--- src/rtl/truncamiento_q.sv ---
// Registered reduction of a signed Q(2N-2F).2F product to a saturated Q(N-F).F word.
// Define TRUNC_ROUND_EN to round half up; the default is floor truncation.
module truncamiento_q #(
  parameter int N    = 24,
  parameter int FRAC = 10
) (
  input  logic             clk,
  input  logic             rst,
  input  logic             in_valid,
  input  logic [2*N-1:0]   Datos_Sum,
  output logic             out_valid,
  output logic [N-1:0]     Datos_Trunc,
  output logic             ovf,
  output logic             unf
);

  localparam int W = 2 * N;

  logic signed [W:0]   w_ext;
  logic signed [W:0]   w_shift;
  logic        [N+1:0] w_top;
  logic                w_inRange;
  logic                w_neg;
  logic        [N-1:0] w_data;
  logic                w_ovf;
  logic                w_unf;

  // One extra bit of headroom keeps the rounding add from wrapping at the positive extreme.
`ifdef TRUNC_ROUND_EN
  localparam logic signed [W:0] ROUND_C = (W+1)'(1) << (FRAC - 1);
  assign w_ext = $signed({Datos_Sum[W-1], Datos_Sum}) + ROUND_C;
`else
  assign w_ext = $signed({Datos_Sum[W-1], Datos_Sum});
`endif

  assign w_shift = w_ext >>> FRAC;

  // The result fits in N bits only when everything from the output sign bit upward is a sign copy.
  assign w_top     = w_shift[W:N-1];
  assign w_inRange = (&w_top) | ~(|w_top);
  assign w_neg     = w_shift[W];

  always_comb begin
    w_data = w_shift[N-1:0];
    w_ovf  = 1'b0;
    w_unf  = 1'b0;
    if (!w_inRange) begin
      if (w_neg) begin
        w_data = {1'b1, {(N-1){1'b0}}};
        w_unf  = 1'b1;
      end else begin
        w_data = {1'b0, {(N-1){1'b1}}};
        w_ovf  = 1'b1;
      end
    end
  end

  logic [N-1:0] r_data;
  logic         r_valid;
  logic         r_ovf;
  logic         r_unf;

  // Data and flags only advance on a valid sample so the last result stays visible between bursts.
  always_ff @(posedge clk) begin
    if (rst) begin
      r_data  <= '0;
      r_valid <= 1'b0;
      r_ovf   <= 1'b0;
      r_unf   <= 1'b0;
    end else begin
      r_valid <= in_valid;
      if (in_valid) begin
        r_data <= w_data;
        r_ovf  <= w_ovf;
        r_unf  <= w_unf;
      end
    end
  end

  assign Datos_Trunc = r_data;
  assign out_valid   = r_valid;
  assign ovf         = r_ovf;
  assign unf         = r_unf;

endmodule

--- config.mk ---
export PLATFORM = sky130hd
export DESIGN_NAME = truncamiento_q
export DESIGN_NICKNAME = d
export VERILOG_FILES = /design/src/rtl/truncamiento_q.sv
export SDC_FILE = /design/constraint.sdc
export NUM_CORES = 1
export LEC_CHECK = 0
export CAP_MARGIN = 25
export CORE_ASPECT_RATIO = 1.4
export CORE_MARGIN = 2
export CORE_UTILIZATION = 33
export DETAILED_ROUTE_END_ITERATION = 10
export GPL_ROUTABILITY_DRIVEN = 0
export GPL_TIMING_DRIVEN = 0
export HOLD_SLACK_MARGIN = 0.08
export PLACE_DENSITY_LB_ADDON = 0.25
export SKIP_CTS_REPAIR_TIMING = 1
export SYNTH_ARGS = -nofsm -noshare
export SYNTH_HDL_FRONTEND = slang
export SYNTH_SLANG_ARGS = --single-unit
--- constraint.sdc ---
create_clock -name clk -period 2.4 [get_ports clk]
set_input_delay 0.72 -clock clk [delete_from_list [all_inputs] [get_ports clk]]
set_output_delay 0.72 -clock clk [all_outputs]
set_load 0.005 [all_outputs]
======== Yosys cells after proc, flatten, opt, wreduce, memory -nomap -nowiden ========
Index checks and enable logic that the tools add are counted.
cells by class
  $add $sub $neg .......................... 0
  multipliers ............................. 0
  divide/modulo/power cells ............... 0
  order comparisons ....................... 0
  eq/ne operators ......................... 0
  shifts and indexed selects .............. 0
  muxes and demuxes ....................... 6
  bitwise logic cells ..................... 2
  reduce and logical (&&, ||, !) cells .... 2
operator list
  operator            number
  $mux W24            2
  $reduce_and A15 Y1  1
  $reduce_or A15 Y1   1
  $mux W1             4
  $not A1 Y1          1
  $or A1 B1 Y1        1
storage, ports and cells
  bits in registers ....................... 27
  latch bits .............................. 0
  RAM bits ................................ 0
  ROM bits ................................ 0
  bits of input ports ..................... 51
  output and inout port bits .............. 27
  word-level logic and storage cells ...... 14
  memories ................................ 0

======== Depth between registers and ports, before layout ========
Gate-level depths: netlist of the first run.
  depth in word-level cells ............... 4
  mapped depth ............................ 5
  mapped depth without buffers ............ 4

======== Worst setup path after synthesis of the first run ========
No wires, ideal clock.
  kind .................................... input to register
  start point ............................. input port Datos_Sum[39]
  end point ............................... register r_data[0] (netlist: Datos_Trunc[0])
  library setup time ...................... 0.119 ns
  arrival ................................. 1.954 ns
  required time ........................... 2.281 ns
  path slack .............................. 0.327 ns
  stages .................................. 5
  path buffers ............................ 1
  path through ............................ nand4_1 > or4_4 > a21bo_2 > buf_6 > o221a_2
on the way
  word-level cells in the longest chain between the ends .. 4
  elaborated cells on any way between the ends .. 5
  classes of those cells .................. mux: 1; bitwise: 2; reduce/logical: 2
ends and longest elaborated chain
  item                    RTL line  text
  start: declaration      10        input logic [2*N-1:0] Datos_Sum,
  $reduce_or A15 Y1       40        assign w_inRange = (&w_top) | ~(|w_top);
  $not A1 Y1              40
  $or A1 B1 Y1 (*)        40
  $mux W24 (*)            47        if (!w_inRange) begin
  end signal: assignment  73        r_data <= w_data;
  end: declaration        58        logic [N-1:0] r_data;
Every way passes the cells marked *; elsewhere a longest branch is shown, timed or not.
A chain may end at the register's enable or synchronous reset.

======== Worst setup path in the final report of the first run ========
  start point ............................. input port Datos_Sum[40]
  end point ............................... register r_data[13] (netlist: Datos_Trunc[13])
The elaborated chain is that of the path after synthesis.

==> results of run 1 <==
logic make-up after synthesis:
logic type,synth area share (%)
AO/OA/AOI/OAI,30.2
buffers and inverters,5.54
AND/OR/NAND/NOR,10.1
multiplexers,0.985
flip-flops,53.2
through the flow:
step / utilization, % / instance area [um^2] / std cells
3_3_place_gp: 59.6 / 1730 / 182
2_1_floorplan: - / 1020 / 78
4_1_cts: 61.3 / 1780 / 186
5_1_grt: 61.4 / 1780 / 186
6_report: 61.4 / 1780 / 186
3_5_place_dp: 59.6 / 1730 / 182
sequential cells by signal (all words and copies together), names as in the netlist:
| register | flops |
|---|---|
| Datos_Trunc | 24 |
| unf | 1 |
| ovf | 1 |
| out_valid | 1 |
per-layer routing:
layer	up-vias	track usage, %	routed length [um]	part of all wire, %
met4	0	7.21	37	1.4
met2	35	29.2	1430	53
met1	460	17.6	1030	38
li1	470	-	-	-
met3	4	3.88	177	6.6
met5	-	0	0	0
power breakdown:
group	switching [uW]	leakage, uW	total, uW	internal, uW
Combinational	53.4	0.000397	194	141
Sequential	15.6	0.000224	494	478
Clock	138	0.0000217	256	118
cells in the mapped netlist:
| library cell | number |
|---|---|
| dfxtp_1 | 27 |
| o221a_2 | 23 |
| nand3_1 | 1 |
| clkbuf_1 | 3 |
| nor2b_1 | 1 |
| a41oi_4 | 1 |
| mux2i_1 | 1 |
| nor4_1 | 3 |
| nand4_1 | 5 |
| buf_6 | 4 |
| nand2b_1 | 2 |
| nor3_1 | 1 |
| nor2_1 | 1 |
| a21bo_2 | 1 |
| a21oi_1 | 2 |
| nand4b_1 | 1 |
| or4_4 | 1 |
final timing paths:
path / cells after the start / slack, ns / endpoint / start
hold reg to reg: 2 / 0.49 / unf / unf
hold / removal: 2 / 0.49 / unf / unf
setup / recovery: 6 / 0.05 / Datos_Trunc[13] / Datos_Sum[40]
setup reg to reg: 1 / 1.71 / Datos_Trunc[14] / Datos_Trunc[14]
layout make-up:
type | count | area (um^2)
fillers | 252 | 1120
clock inverters | 1 | 7.51
plain buffers | 7 | 56.3
multi-input cells | 44 | 419
repair buffers | 67 | 673
clock buffers | 3 | 41.3
well taps | 37 | 46.3
flip-flops and latches | 27 | 541
critical path: stages:
cell	delay, ns
clkdlybuf4s50_1	0.50
nand4_1	0.10
or4_4	0.56
a21bo_2	0.26
buf_6	0.15
o221a_2	0.22
==> results.toml, run 1 <==
[status]
status = "finished, final reports clean"

[sta]
hold_viol_final = 0
slew_headroom_pct = 70.8
tightest_slew_ns = 0.438
grt_setup_unrepaired = "false"
clock-skew-final_ns = 0
timing.fmax_ghz = 0.425
hold_ws_ns = 0.489
timing.setup.tns_ns = 0
setup_viol = 0
finalCritPeriodShare_pct = 98.0
drv_slew = 0
fin_crit_ns = 2.35
fin_ws_ns = 0.0476

[route]
viasPerCell = 5.21
drt-total-wl_um = 2670
wl_per_cell_um = 14.3
ant_nets = 0
vias = 969
drt_iter0_drc = 17
drc = 0
drtPass1Iterations = 4

[clock_network]
clock-sinks = 27
root_buffer = "clkbuf_8"
cts_tree = "built"
clk_pin_slew_ns = 0.08
clkLatencyLatePin_ns = 0.27
cts_buffer_depth = 2
cts_buffers = 3
cts.htree.levels = 1

[die]
die_x_um = 50.9
boundaryPins = 78
num_rows = 23
core-area_um2 = 2910
die-area_um2 = 3540
die_h_um = 69.7
start_util_pct = 35.0

[worst_setup_path]
start_kind = "input port"
worstPathMaxFanout = 10
cp.required_ns = 2.56
critPathKind = "input port to flip-flop"
cp.arrival_ns = 2.51
endpoint_kind = "flip-flop"

[pwr]
power_uw = 944
vdd_drop_max_v = 0.000280
p_leak_uw = 0.000643
power_density_nw_per_um2 = 529

[logic_synthesis]
synth_cells = 78
yosys.area.top_type_share_pct = 53.2
ys_seq_elements = 27
yosysUniqueCellTypes = 17
synth_top_area_cell = "dfxtp_1"
yosys_warnings = 0
syn_area_per_cell_um2 = 13.0
syn-num-nets = 129
syn_area_um2 = 1020
synth_area_leaders = "dfxtp_1 (53%), o221a_2 (25%), buf_6 (4.4%)"
ys_seq_area_share_pct = 53.2

[grt]
grt.overflow.total = 0
grt_pass1_vias = 1045
antenna_found_initial = 0
grt_pass1_wl_um = 4560
grt_max_degree = 17
track_usage_pct = 16.3

[placed_design]
dpl.hpwl_um = 2150
dp_slack_ns = -0.421
portBuffers = 67

[cells_and_area]
areaGrowthSynthToFinish_pct = 75.6
final_cell_mix = "clkdlybuf4s50_1 (66), dfxtp_1 (27), o221a_2 (23)"
fin_nets = 201
layout-drive-gt1-share_pct = 22.8
final_common_cell = "clkdlybuf4s50_1"
insertedDiodeCount = 0

[job]
maxCapViolations = 0

[min_path]
hold_class = "flip-flop to flip-flop"
Power figures use the tool's default switching activity.
==> inputs of run 2 (changes only) <==
- SLEW_MARGIN: not set -> 5
==> results of run 2 <==
The final DEF is identical to that of run 1; final timing and power are the same.
==> inputs of run 3 (changes only) <==
- PLACE_DENSITY: not set -> 0.79
- PLACE_DENSITY_LB_ADDON: 0.25 -> not set
==> results.toml, run 3 (synthesized netlist as in run 1, its figures left out) <==
[placed_design]
portBuffers = 67
dpl.hpwl_um = 2200
place_area_um2 = 1730

[worst_setup_path]
endpoint_kind = "flip-flop"
crit_path_max_incr_delay_ns = 0.60
worstPathMaxFanout = 10
cp.arrival_ns = 2.53
cp_cell_sequence = "clkdlybuf4s50_1, nand4_1, or4_4, a21bo_4, buf_6, o221a_2"
cp.required_ns = 2.56
reg2reg_slack_ns = 1.70
critPathKind = "input port to flip-flop"
crit_path_top_delay_cell = "or4_4"
start_kind = "input port"

[grt]
antenna_found_initial = 0
grt.overflow.total = 0
grt_pass1_wl_um = 4670
grt_max_degree = 15
grt_pass1_vias = 1023
track_usage_pct = 16.8

[die]
die_h_um = 69.7
boundaryPins = 78
start_util_pct = 35.0
num_rows = 23
die-area_um2 = 3540
core-area_um2 = 2910
die_x_um = 50.9

[sta]
setup_viol = 0
timing.fmax_ghz = 0.423
timing.setup.tns_ns = 0
drv_slew = 0
fin_crit_ns = 2.36
finalCritPeriodShare_pct = 98.5
slew_headroom_pct = 70.2
tightest_slew_ns = 0.447
hold_viol_final = 0
clock-skew-final_ns = 0
grt_setup_unrepaired = "false"

[status]
status = "finished, final reports clean"

[job]
maxCapViolations = 0

[cells_and_area]
final_cell_mix = "clkdlybuf4s50_1 (66), dfxtp_1 (27), o221a_2 (23)"
fin_nets = 201
stdcell_area_um2 = 1790
final_common_cell = "clkdlybuf4s50_1"
largest_register_ff_count = 24
layout-drive-gt1-share_pct = 22.1
areaGrowthSynthToFinish_pct = 75.9
insertedDiodeCount = 0

[pwr]
p_leak_uw = 0.000646
vdd_drop_max_v = 0.000315
power_density_nw_per_um2 = 527

[route]
drtPass1Iterations = 4
vias = 991
drt-total-wl_um = 2850
viasPerCell = 5.33
drt_iter0_drc = 40
wl_per_cell_um = 15.3
drc = 0
ant_nets = 0

[clock_network]
cts.htree.levels = 1
cts_buffers = 3
clock-sinks = 27
cts_tree = "built"
clk_pin_slew_ns = 0.09
clkLatencyLatePin_ns = 0.26
cts_buffer_depth = 2
root_buffer = "clkbuf_8"

[min_path]
hold_class = "flip-flop to flip-flop"
[run 3: changes by cell type in the layout (fill, tap and decap cells not counted), sizes merged]
cell and delta:
clkbuf +1, clkinvlp -1
[run 3: layout make-up]
class / instances / area (um^2)
Tap cell: 37 / 46.3
Buffer: 7 / 56.3
Sequential cell: 27 / 541
Timing Repair Buffer: 67 / 673
Clock buffer: 4 / 45.0
Multi-Input combinational cell: 44 / 425
Fill cell: 231 / 1120
[run 3: routing by layer]
layer	GRT usage, %	wire, um	up-vias
li1	-	-	468
met1	18.9	1160	475
met2	30.7	1450	43
met3	4.09	210	5
met4	4.50	27	0
met5	0	0	-
[run 3: final timing paths]
| check | to | cells past startpoint | from |
|---|---|---|---|
| worst min register to register | unf | 2 | unf |
| worst max-delay path | Datos_Trunc[12] | 6 | Datos_Sum[39] |
| worst min-delay path | unf | 2 | unf |
| worst max register to register | Datos_Trunc[12] | 1 | Datos_Trunc[12] |
[run 3: per-stage QoR]
| stage | worst slack (ns) | power (uW) | hold WS (ns) | cells | utilization, % |
|---|---|---|---|---|---|
| 2_1_floorplan | 0.327 | 559 | 0.461 | 78 | - |
| 3_3_place_gp | -0.388 | 696 | 0.473 | 182 | 59.6 |
| 3_5_place_dp | -0.405 | 701 | 0.481 | 182 | 59.6 |
| 4_1_cts | -0.122 | 950 | 0.496 | 186 | 61.2 |
| 5_1_grt | 0.00323 | 985 | 0.510 | 186 | 61.5 |
| 6_report | 0.0362 | 942 | 0.492 | 186 | 61.5 |
[run 3: power by group]
part	leakage (uW)	total (uW)	switching, uW	internal, uW
registers	0.000224	494	16.0	478
clock network	0.0000228	250	132	119
logic	0.000399	197	55.8	141
total	0.000646	942	204	738
[run 3: worst max-delay path: cells and delay by family]
kind | cells | cell delay [ns]
buf+inv | 2 | 0.62
simple gates | 2 | 0.70
compound gates | 2 | 0.49
